[src/rtl/alu_bit_sequencer.sv]
// ---------------------------------------------------------------------------
// alu_bit_sequencer
//
// Upstream operand sequencer for a bit-serial 1-bit ALU. A parallel operand
// pair and op code are accepted over a valid/ready handshake. The operands
// are streamed LSB-first to the ALU one bit per clock. The ALU's serial
// result bits are collected into a parallel word, which is then offered
// downstream over a second valid/ready handshake. The op code is passed
// through to the ALU unchanged and is held for the whole word.
//
// Parameters:
//   WIDTH    operand/result word width in bits (>= 2)
//   ALU_LAT  clocks from the ALU sampling A/B/ALU_Sel to ALU_out valid (>= 1)
//
// Ports:
//   clk        rising-edge clock, shared with the ALU
//   rst        synchronous active-high reset
//   in_valid   upstream offers an operand word
//   in_ready   sequencer can accept a word (IDLE only)
//   op_a/op_b  operand words
//   op_sel     operation code, forwarded as ALU_Sel
//   A/B        serial operand bits to the ALU
//   ALU_Sel    op select to the ALU
//   ALU_out    serial result bit from the ALU
//   res_valid  assembled result word available
//   res_ready  consumer takes the result
//   result     assembled result, bit0 = first ALU_out captured
//   res_sel    op code that produced the result
// ---------------------------------------------------------------------------
module alu_bit_sequencer #(
  parameter int WIDTH   = 8,
  parameter int ALU_LAT = 1
) (
  input  logic             clk,
  input  logic             rst,
  input  logic             in_valid,
  output logic             in_ready,
  input  logic [WIDTH-1:0] op_a,
  input  logic [WIDTH-1:0] op_b,
  input  logic [1:0]       op_sel,
  output logic             A,
  output logic             B,
  output logic [1:0]       ALU_Sel,
  input  logic             ALU_out,
  output logic             res_valid,
  input  logic             res_ready,
  output logic [WIDTH-1:0] result,
  output logic [1:0]       res_sel
);

  localparam int CW = $clog2(WIDTH + 1);
  localparam logic [CW-1:0] CNT_WIDTH = CW'(WIDTH);
  localparam logic [CW-1:0] CNT_LAST  = CW'(WIDTH - 1);
  localparam logic [CW-1:0] CNT_ONE   = CW'(1);

  typedef enum logic [1:0] {
    IDLE  = 2'd0,
    SHIFT = 2'd1,
    DRAIN = 2'd2,
    DONE  = 2'd3
  } state_t;

  // Registered state and outputs
  state_t             r_state;
  logic [CW-1:0]      r_issueCnt;
  logic [CW-1:0]      r_capCnt;
  logic [WIDTH-1:0]   r_shA;
  logic [WIDTH-1:0]   r_shB;
  logic               r_A;
  logic               r_B;
  logic [1:0]         r_sel;
  logic               r_inReady;
  logic               r_resValid;
  logic [WIDTH-1:0]   r_result;
  logic [1:0]         r_resSel;
  logic               r_bitValid;
  logic [ALU_LAT-1:0] r_capPipe;

  // Next-state values
  state_t             w_stateNext;
  logic [CW-1:0]      w_issueCntNext;
  logic [CW-1:0]      w_capCntNext;
  logic [WIDTH-1:0]   w_shANext;
  logic [WIDTH-1:0]   w_shBNext;
  logic               w_ANext;
  logic               w_BNext;
  logic [1:0]         w_selNext;
  logic               w_inReadyNext;
  logic               w_resValidNext;
  logic [WIDTH-1:0]   w_resultNext;
  logic [1:0]         w_resSelNext;
  logic               w_bitValidNext;
  logic [ALU_LAT:0]   w_pipeExt;
  logic               w_capNow;
  logic               w_accept;

  // r_bitValid marks a cycle in which a real operand bit sits on A/B.
  // Delaying that flag by ALU_LAT stages lines it up with the ALU_out bit
  // that belongs to it, so the tail of the pipe is the capture strobe.
  // Clearing the pipe on reset is what makes stale ALU_out bits harmless.
  assign w_pipeExt = {r_capPipe, r_bitValid};
  assign w_capNow  = r_capPipe[ALU_LAT-1];
  assign w_accept  = in_valid && in_ready;

  // in_ready is additionally masked by rst so an offer made while reset is
  // asserted never looks accepted from the upstream side.
  assign in_ready  = r_inReady && !rst;
  assign A         = r_A;
  assign B         = r_B;
  assign ALU_Sel   = r_sel;
  assign res_valid = r_resValid;
  assign result    = r_result;
  assign res_sel   = r_resSel;

  // Next-state and next-output logic. Issue (driving A/B) is handled per
  // state; capture runs independently of state because with a short ALU
  // latency the first result bits arrive while still in SHIFT.
  always_comb begin
    w_stateNext    = r_state;
    w_issueCntNext = r_issueCnt;
    w_capCntNext   = r_capCnt;
    w_shANext      = r_shA;
    w_shBNext      = r_shB;
    w_ANext        = r_A;
    w_BNext        = r_B;
    w_selNext      = r_sel;
    w_resValidNext = r_resValid;
    w_resultNext   = r_result;
    w_resSelNext   = r_resSel;
    w_bitValidNext = r_bitValid;

    case (r_state)
      IDLE: begin
        w_ANext = 1'b0;
        w_BNext = 1'b0;
        if (w_accept) begin
          // Bit 0 goes straight onto the wire at the accept edge; the
          // remaining bits are kept in shift registers.
          w_stateNext    = SHIFT;
          w_ANext        = op_a[0];
          w_BNext        = op_b[0];
          w_selNext      = op_sel;
          w_shANext      = op_a >> 1;
          w_shBNext      = op_b >> 1;
          w_issueCntNext = CNT_ONE;
          w_capCntNext   = '0;
          w_bitValidNext = 1'b1;
        end
      end

      SHIFT: begin
        if (r_issueCnt < CNT_WIDTH) begin
          w_ANext        = r_shA[0];
          w_BNext        = r_shB[0];
          w_shANext      = r_shA >> 1;
          w_shBNext      = r_shB >> 1;
          w_issueCntNext = r_issueCnt + CNT_ONE;
        end else begin
          w_ANext        = 1'b0;
          w_BNext        = 1'b0;
          w_bitValidNext = 1'b0;
          w_stateNext    = DRAIN;
        end
      end

      DRAIN: begin
        w_ANext = 1'b0;
        w_BNext = 1'b0;
      end

      DONE: begin
        w_ANext = 1'b0;
        w_BNext = 1'b0;
        if (res_ready) begin
          w_resValidNext = 1'b0;
          w_stateNext    = IDLE;
        end
      end

      default: begin
        w_stateNext = IDLE;
      end
    endcase

    // Capture shifts in at the MSB, so after WIDTH captures the first bit
    // has walked down to bit 0. The last capture overrides the issue-side
    // transition, which covers the case where it lands on the final issue
    // edge and the machine goes straight to DONE.
    if (w_capNow && (r_capCnt < CNT_WIDTH)) begin
      w_resultNext = {ALU_out, r_result[WIDTH-1:1]};
      w_capCntNext = r_capCnt + CNT_ONE;
      if (r_capCnt == CNT_LAST) begin
        w_stateNext    = DONE;
        w_resValidNext = 1'b1;
        w_resSelNext   = r_sel;
        w_bitValidNext = 1'b0;
      end
    end

    w_inReadyNext = (w_stateNext == IDLE);
  end

  // State and output registers. Reset wins over everything and drops any
  // word in flight.
  always_ff @(posedge clk) begin
    if (rst) begin
      r_state    <= IDLE;
      r_issueCnt <= '0;
      r_capCnt   <= '0;
      r_shA      <= '0;
      r_shB      <= '0;
      r_A        <= 1'b0;
      r_B        <= 1'b0;
      r_sel      <= 2'b00;
      r_inReady  <= 1'b0;
      r_resValid <= 1'b0;
      r_result   <= '0;
      r_resSel   <= 2'b00;
      r_bitValid <= 1'b0;
      r_capPipe  <= '0;
    end else begin
      r_state    <= w_stateNext;
      r_issueCnt <= w_issueCntNext;
      r_capCnt   <= w_capCntNext;
      r_shA      <= w_shANext;
      r_shB      <= w_shBNext;
      r_A        <= w_ANext;
      r_B        <= w_BNext;
      r_sel      <= w_selNext;
      r_inReady  <= w_inReadyNext;
      r_resValid <= w_resValidNext;
      r_result   <= w_resultNext;
      r_resSel   <= w_resSelNext;
      r_bitValid <= w_bitValidNext;
      r_capPipe  <= w_pipeExt[ALU_LAT-1:0];
    end
  end

endmodule

[config.mk]
export PLATFORM = sky130hd
export DESIGN_NAME = alu_bit_sequencer
export DESIGN_NICKNAME = d
export VERILOG_FILES = /design/src/rtl/alu_bit_sequencer.sv
export SDC_FILE = /design/constraint.sdc
export NUM_CORES = 1
export LEC_CHECK = 0
export ABC_CLOCK_PERIOD_IN_PS = 3300
export CAP_MARGIN = 20
export CORE_MARGIN = 10
export CORE_UTILIZATION = 54
export DETAILED_ROUTE_END_ITERATION = 16
export GPL_TIMING_DRIVEN = 0
export MAX_ROUTING_LAYER = met4
export PLACE_DENSITY = 0.86
export SYNTH_ARGS = -nofsm -noshare
export SYNTH_HDL_FRONTEND = slang
export SYNTH_SLANG_ARGS = --single-unit
[constraint.sdc]
create_clock -name clk -period 3.3 [get_ports clk]
set_clock_uncertainty 0.15 [all_clocks]
set_input_delay 0.66 -clock clk [delete_from_list [all_inputs] [get_ports clk]]
set_output_delay 0.66 -clock clk [all_outputs]
set_load 0.05 [all_outputs]
==> reports/qor.txt, run 1 <==
Combinational Power Share - 15.5%
Max VDD drop - 0.307 mV
synthesis-to-layout area growth - 27.3%
vias in the first global route - 1498
Most used DFF post-synth - dfxtp_1
Post-synth EDFFs - 0
max incr delay on CP - 0.72 ns
critical path arrival - 2.05 ns
R2R Path Start - r_state[0]
met2 routed WL - 1940 um
hold depth - 2
routed via count - 1588
Final Max Slew Viols - 0
drt initial violations - 131
Switching Fraction - 25.7%
CTS clk-pin slew, worst paths - 0.11 ns
global-route wire length before repair - 6910 um
total core area - 3340 um^2
Hold WS - 0.314 ns
Hold-fix buffers, CTS - 0
critical path class - input pin to output port
Max Buffers Root-to-Sink - 2
worst reg2reg path endpoint - r_shA[3]
floorplan row count - 21
largest net degree at the start of global routing - 13
P_leak - 0.000839 uW
Hold Crit Class - flop to flop
asr flop ratio synth - 0%
Sink Count - 42
P_sw - 259 uW
MaxCap Viol Count - 0
ANT nets after route - 0
initial core utilization - 55.6%
slew margin rel. - 57.8%
Setup Viol. Count Final - 0
DR WL/cell - 14.0 um
share of cells above drive strength 1 - 11.2%
Clk pwr share - 30.5%
Highest Clock Rate - 0.349 GHz
post-synthesis cell area - 1860 um^2
Seq/Total Area, Yosys - 45.3%
Final Util - 70.8%
Worst Path Max Fanout - 10
Reg power frac - 54.1%
M1 wire length - 1840 um
synthesized instance count - 197
syn nets - 222
pwr/cell area - 427 nW/um^2
slowest CP cell - clkdlybuf4s50_1
placed cells - 280
NumNets Final - 266
Worst Path Required - 2.49 ns
run status - finished, final reports clean
# DRC - 0
Avg Inst Size Synth - 9.43 um^2
crit-path cells - buf_2 -> clkbuf_1 -> nor2b_1 -> clkdlybuf4s50_1
HP Start - result[0]
setup TNS - 0 ns
Synth Register Bits - 42
Vias/cell - 5.51
Root Buffer - clkbuf_4
synth warn - 0
Top Ports - 39
worst skew pair latency - 0.35 ns
Tmin final - 2.86 ns
fillcell total - 259
flop2flop setup slack - 1.67 ns
Multi-input gate area - 928 um^2
Post-CTS Setup Inserts - 0
Worst Setup End Kind - output port
FF+latch area - 841 um^2
Tcrit/Tclk final - 86.7%
DP HPWL - 3050 um
Final Hold Fails - 0
initial antenna violation count - 0
RSZ-0062 raised after global routing - false
TritonRoute pass-1 iters - 4
# resized after CTS - 0
total gr overflow - 0
GRT Util Overall - 14.1%
Finished Layout Cells - 288
Worst R2R Path Depth - 4
P_int - 751 uW
post-synth cell types - 37
Die W - 78.6 um
Buffers on Ports - 37
CTS tree - done
top layer in use - met4
Post-Route WL - 4050 um
WHS Endpoint - result[0]
H-Tree Depth - 2
critical path launch point type - input pin
met3 wire length - 227 um
Die H - 78.6 um
Least-Margin Pin Slew - 0.633 ns
Antenna diodes - 0
GPL Wtd Cong - 0.842
die area - 6180 um^2
CTS Buf Count - 5
worst max-delay path by stage:
stage / from / endpoint / slack [ns] / cells past startpoint
after floorplan: rst / in_ready / 0.76 / 3
after global placement: rst / in_ready / 0.42 / 4
after detailed placement: rst / in_ready / 0.42 / 4
after CTS: rst / in_ready / 0.42 / 4
after global routing: rst / in_ready / 0.29 / 4
final: rst / in_ready / 0.44 / 4
critical path, delay by kind of cell:
family	cells	cell delay (ns)
buffers and inverters	3	1.30
AND/OR/NAND/NOR	1	0.10
flip-flops by register name (all words and copies together), names as in the netlist, 2 cells and up:
signal      flops
result          8
r_shA           7
r_shB           7
r_capCnt        4
r_issueCnt      4
ALU_Sel         2
r_state         2
res_sel         2
cells in the mapped netlist, types with 2 or more instances:
library cell,count,area (um^2)
a21oi_1,20,100
nand3b_1,2,15.0
buf_2,7,35.0
a22oi_1,2,15.0
inv_1,3,11.3
mux2i_1,14,140
nand2_1,29,109
nor3_1,4,20.0
dfxtp_1,42,841
ha_1,2,25.0
o21a_1,2,15.0
o21ai_0,2,10.0
nand2b_1,4,25.0
a211oi_1,15,113
nor2b_1,4,25.0
nor2_1,3,11.3
clkbuf_1,7,26.3
nand3_1,3,15.0
a32oi_1,2,17.5
a211oi_2,10,125
a31oi_1,3,18.8
a21o_1,2,15.0
through the flow:
stage / instance area, um^2 / worst slack (ns) / total power [uW]
detailed placement: 2280 / 0.415 / 714
finish: 2360 / 0.438 / 1010
global route: 2360 / 0.292 / 1060
floorplan: 1860 / 0.756 / 660
CTS: 2360 / 0.415 / 1020
global placement: 2280 / 0.417 / 712
layout make-up:
class,count,share of cell area (%)
Tap cell,46,2.44
Clock buffer,8,3.34
Buffer,15,3.07
Multi-Input combinational cell,136,39.3
Timing Repair Buffer,37,15.7
Inverter,4,0.635
Sequential cell,42,35.6
power by group through the flow:
stage | clock [uW] | sequential, uW | combinational, uW
3_5_place_dp | 0 | 558 | 157
5_1_grt | 337 | 550 | 172
4_1_cts | 312 | 546 | 157
6_report | 308 | 546 | 156
3_3_place_gp | 0 | 557 | 155
2_1_floorplan | 0 | 562 | 97.9
per-layer routing:
layer	global-route usage, %	vias to the layer above
met4	6.27	0
met2	21.0	32
met3	4.21	7
met1	17.1	747
met5	-	-
li1	-	802
cell families (layout without fill, tap and decap cells):
family | count (synthesis) | after routing | share of synthesized area, %
AOI/OAI and AO/OA | 63 | 63 | 25.3
and+or+nand+nor | 57 | 57 | 15.8
DFF | 42 | 42 | 45.3
buffers and inverters | 19 | 64 | 4.72
muxes | 14 | 14 | 7.55
adders and majority gates | 2 | 2 | 1.35
cells in the final DEF, fill, tap and decap left out, types with 2 or more instances in the layout:
| master | count |
|---|---|
| nor3_1 | 4 |
| clkbuf_1 | 7 |
| nand2b_1 | 4 |
| a31oi_1 | 3 |
| dfxtp_1 | 42 |
| o21ai_0 | 2 |
| nand3b_1 | 2 |
| clkdlybuf4s50_1 | 37 |
| a211oi_1 | 15 |
| o21a_1 | 2 |
| clkbuf_8 | 3 |
| ha_1 | 2 |
| a22oi_1 | 2 |
| nand3_1 | 3 |
| mux2i_1 | 14 |
| buf_2 | 7 |
| nor2_1 | 3 |
| a21o_1 | 2 |
| nor2b_1 | 4 |
| nand2_1 | 29 |
| a21oi_1 | 20 |
| clkbuf_4 | 5 |
| a211oi_2 | 10 |
| inv_1 | 3 |
| a32oi_1 | 2 |
(Power assumes the default switching activity.)
==> run 2, diff against run 1 <==
--- a/config.mk
+++ b/config.mk
@@ -11,7 +11,7 @@
 export CORE_UTILIZATION = 54
 export DETAILED_ROUTE_END_ITERATION = 16
 export GPL_TIMING_DRIVEN = 0
-export MAX_ROUTING_LAYER = met4
+export HOLD_SLACK_MARGIN = 0.02
 export PLACE_DENSITY = 0.86
 export SYNTH_ARGS = -nofsm -noshare
 export SYNTH_HDL_FRONTEND = slang
==> run 2 against run 1 <==
Net effect: final cell count unchanged; flip-flop and latch count did not move; setup slack worse by 0.0026 ns; maximum frequency hardly changed; sequential power about the same; sequential share of layout area is the same; global-route usage is 0.44 points lower; clock power is essentially flat; die area did not move; via count increased by 0.13%; critical path depth unchanged; critical endpoint unchanged.
==> reports/qor.txt, run 2 (synthesis gave the netlist of run 1 again) <==
Hold WS - 0.314 ns (about the same)
slowest CP cell - clkdlybuf4s50_1 (unchanged)
synthesis-to-layout area growth - 27.3% (unchanged)
critical path class - input pin to output port (unchanged)
Root Buffer - clkbuf_4 (unchanged)
routed via count - 1590 (was 1588)
pwr/cell area - 428 nW/um^2 (was 427 nW/um^2)
Max VDD drop - 0.308 mV (was 0.307 mV)
P_int - 751 uW (about the same)
TritonRoute pass-1 iters - 4 (unchanged)
global-route wire length before repair - 6910 um (unchanged)
max incr delay on CP - 0.72 ns (about the same)
Combinational Power Share - 15.5% (about the same)
DP HPWL - 3050 um (unchanged)
slew margin rel. - 58.1% (was 57.8%)
share of cells above drive strength 1 - 11.2% (unchanged)
Buffers on Ports - 37 (unchanged)
Die W - 78.6 um (unchanged)
Worst Path Max Fanout - 10 (unchanged)
Top Ports - 39 (unchanged)
worst skew pair latency - 0.35 ns (about the same)
P_sw - 260 uW (was 259 uW)
CTS tree - done (unchanged)
critical path launch point type - input pin (unchanged)
Tmin final - 2.87 ns (was 2.86 ns)
Setup Viol. Count Final - 0 (unchanged)
most common cell after layout, fill and taps aside - dfxtp_1 (unchanged)
Final WS setup - 0.435 ns (was 0.438 ns)
max reg flops - 8 (unchanged)
setup TNS - 0 ns (unchanged)
ANT nets after route - 0 (unchanged)
Max Buffers Root-to-Sink - 2 (unchanged)
most frequent cells in the layout - dfxtp_1, clkdlybuf4s50_1, nand2_1 (unchanged)
Highest Clock Rate - 0.349 GHz (about the same)
GPL Wtd Cong - 0.830 (was 0.842)
largest net degree at the start of global routing - 13 (unchanged)
total power draw - 1010 uW (about the same)
Post-CTS Setup Inserts - 0 (unchanged)
Final Max Slew Viols - 0 (unchanged)
Hold Crit Class - flop to flop (unchanged)
CTS Buf Count - 5 (unchanged)
Hold-fix buffers, CTS - 0 (unchanged)
Reg power frac - 54.0% (was 54.1%)
Switching Fraction - 25.7% (about the same)
crit-path cells - buf_2 -> clkbuf_1 -> nor2b_1 -> clkdlybuf4s50_1 (unchanged)
fillcell total - 259 (unchanged)
worst slack, placed - 0.415 ns (unchanged)
Worst Path Required - 2.49 ns (about the same)
H-Tree Depth - 2 (unchanged)
Post-Route WL - 4040 um (was 4050 um)
run status - finished, final reports clean (unchanged)
initial antenna violation count - 0 (unchanged)
total gr overflow - 0 (unchanged)
MaxCap Viol Count - 0 (unchanged)
drt initial violations - 141 (was 131)
total core area - 3340 um^2 (unchanged)
initial core utilization - 55.6% (unchanged)
CTS clk-pin slew, worst paths - 0.11 ns (about the same)
die area - 6180 um^2 (unchanged)
Die H - 78.6 um (unchanged)
Worst Setup End Kind - output port (unchanged)
Vias/cell - 5.52 (was 5.51)
floorplan row count - 21 (unchanged)
GRT Util Overall - 13.6% (was 14.1%)
NumNets Final - 266 (unchanged)
Clk pwr share - 30.5% (about the same)
Least-Margin Pin Slew - 0.628 ns (was 0.633 ns)
critical path arrival - 2.06 ns (was 2.05 ns)
vias in the first global route - 1501 (was 1498)
RSZ-0062 raised after global routing - false (unchanged)
# DRC - 0 (unchanged)
Final Hold Fails - 0 (unchanged)
Sink Count - 42 (unchanged)
DR WL/cell - 14.0 um (about the same)
# resized after CTS - 0 (unchanged)
Tcrit/Tclk final - 86.8% (was 86.7%)
P_leak - 0.000839 uW (unchanged)
Antenna diodes - 0 (unchanged)
-- run 2: routing by layer --
layer / share of wire [%] / track usage, % / vias to the layer above
met5: 0 / 0 / -
met4: 1.0 / 6.27 / 0
met3: 6.3 / 4.33 / 6
met2: 48 / 21.1 / 31
met1: 45 / 16.8 / 748
li1: - / - / 805
-- run 2: cell type report --
cell class                 count  area [um^2]  area share, %
multi-input combinational    136          928           39.3
tap                           46         57.6           2.44
sequential                    42          841           35.6
clock buffer                   8         78.8           3.34
buffer                        15         72.6           3.07
timing repair buffer          37          370           15.7
inverter                       4         15.0          0.635
-- run 2: final timing paths --
path              cells past startpoint        end  slack (ns)       start
setup / recovery                      4   in_ready        0.43         rst
hold / removal                        2  result[0]        0.31   result[0]
setup reg to reg                      4   r_shA[3]        1.66  r_state[0]
hold reg to reg                       2  result[0]        0.31   result[0]
-- run 2: stage by stage --
step / cell area (um^2) / util, % / cells
after CTS: 2360 / 70.8 / 288
final: 2360 / 70.8 / 288
after global routing: 2360 / 70.8 / 288
after floorplan: 1860 / - / 197
after global placement: 2280 / 68.5 / 280
after detailed placement: 2280 / 68.5 / 280
-- run 2: critical path, delay by kind of cell --
family	cells	cell delay [ns]
buffers and inverters	3	1.30
AND/OR/NAND/NOR	1	0.10
-- run 2: power by group through the flow --
stage / Clock [uW] / Combinational [uW] / Sequential (uW)
floorplan: 0 / 97.9 / 562
global placement: 0 / 155 / 557
detailed placement: 0 / 157 / 558
CTS: 312 / 157 / 546
global route: 337 / 172 / 550
finish: 308 / 156 / 546
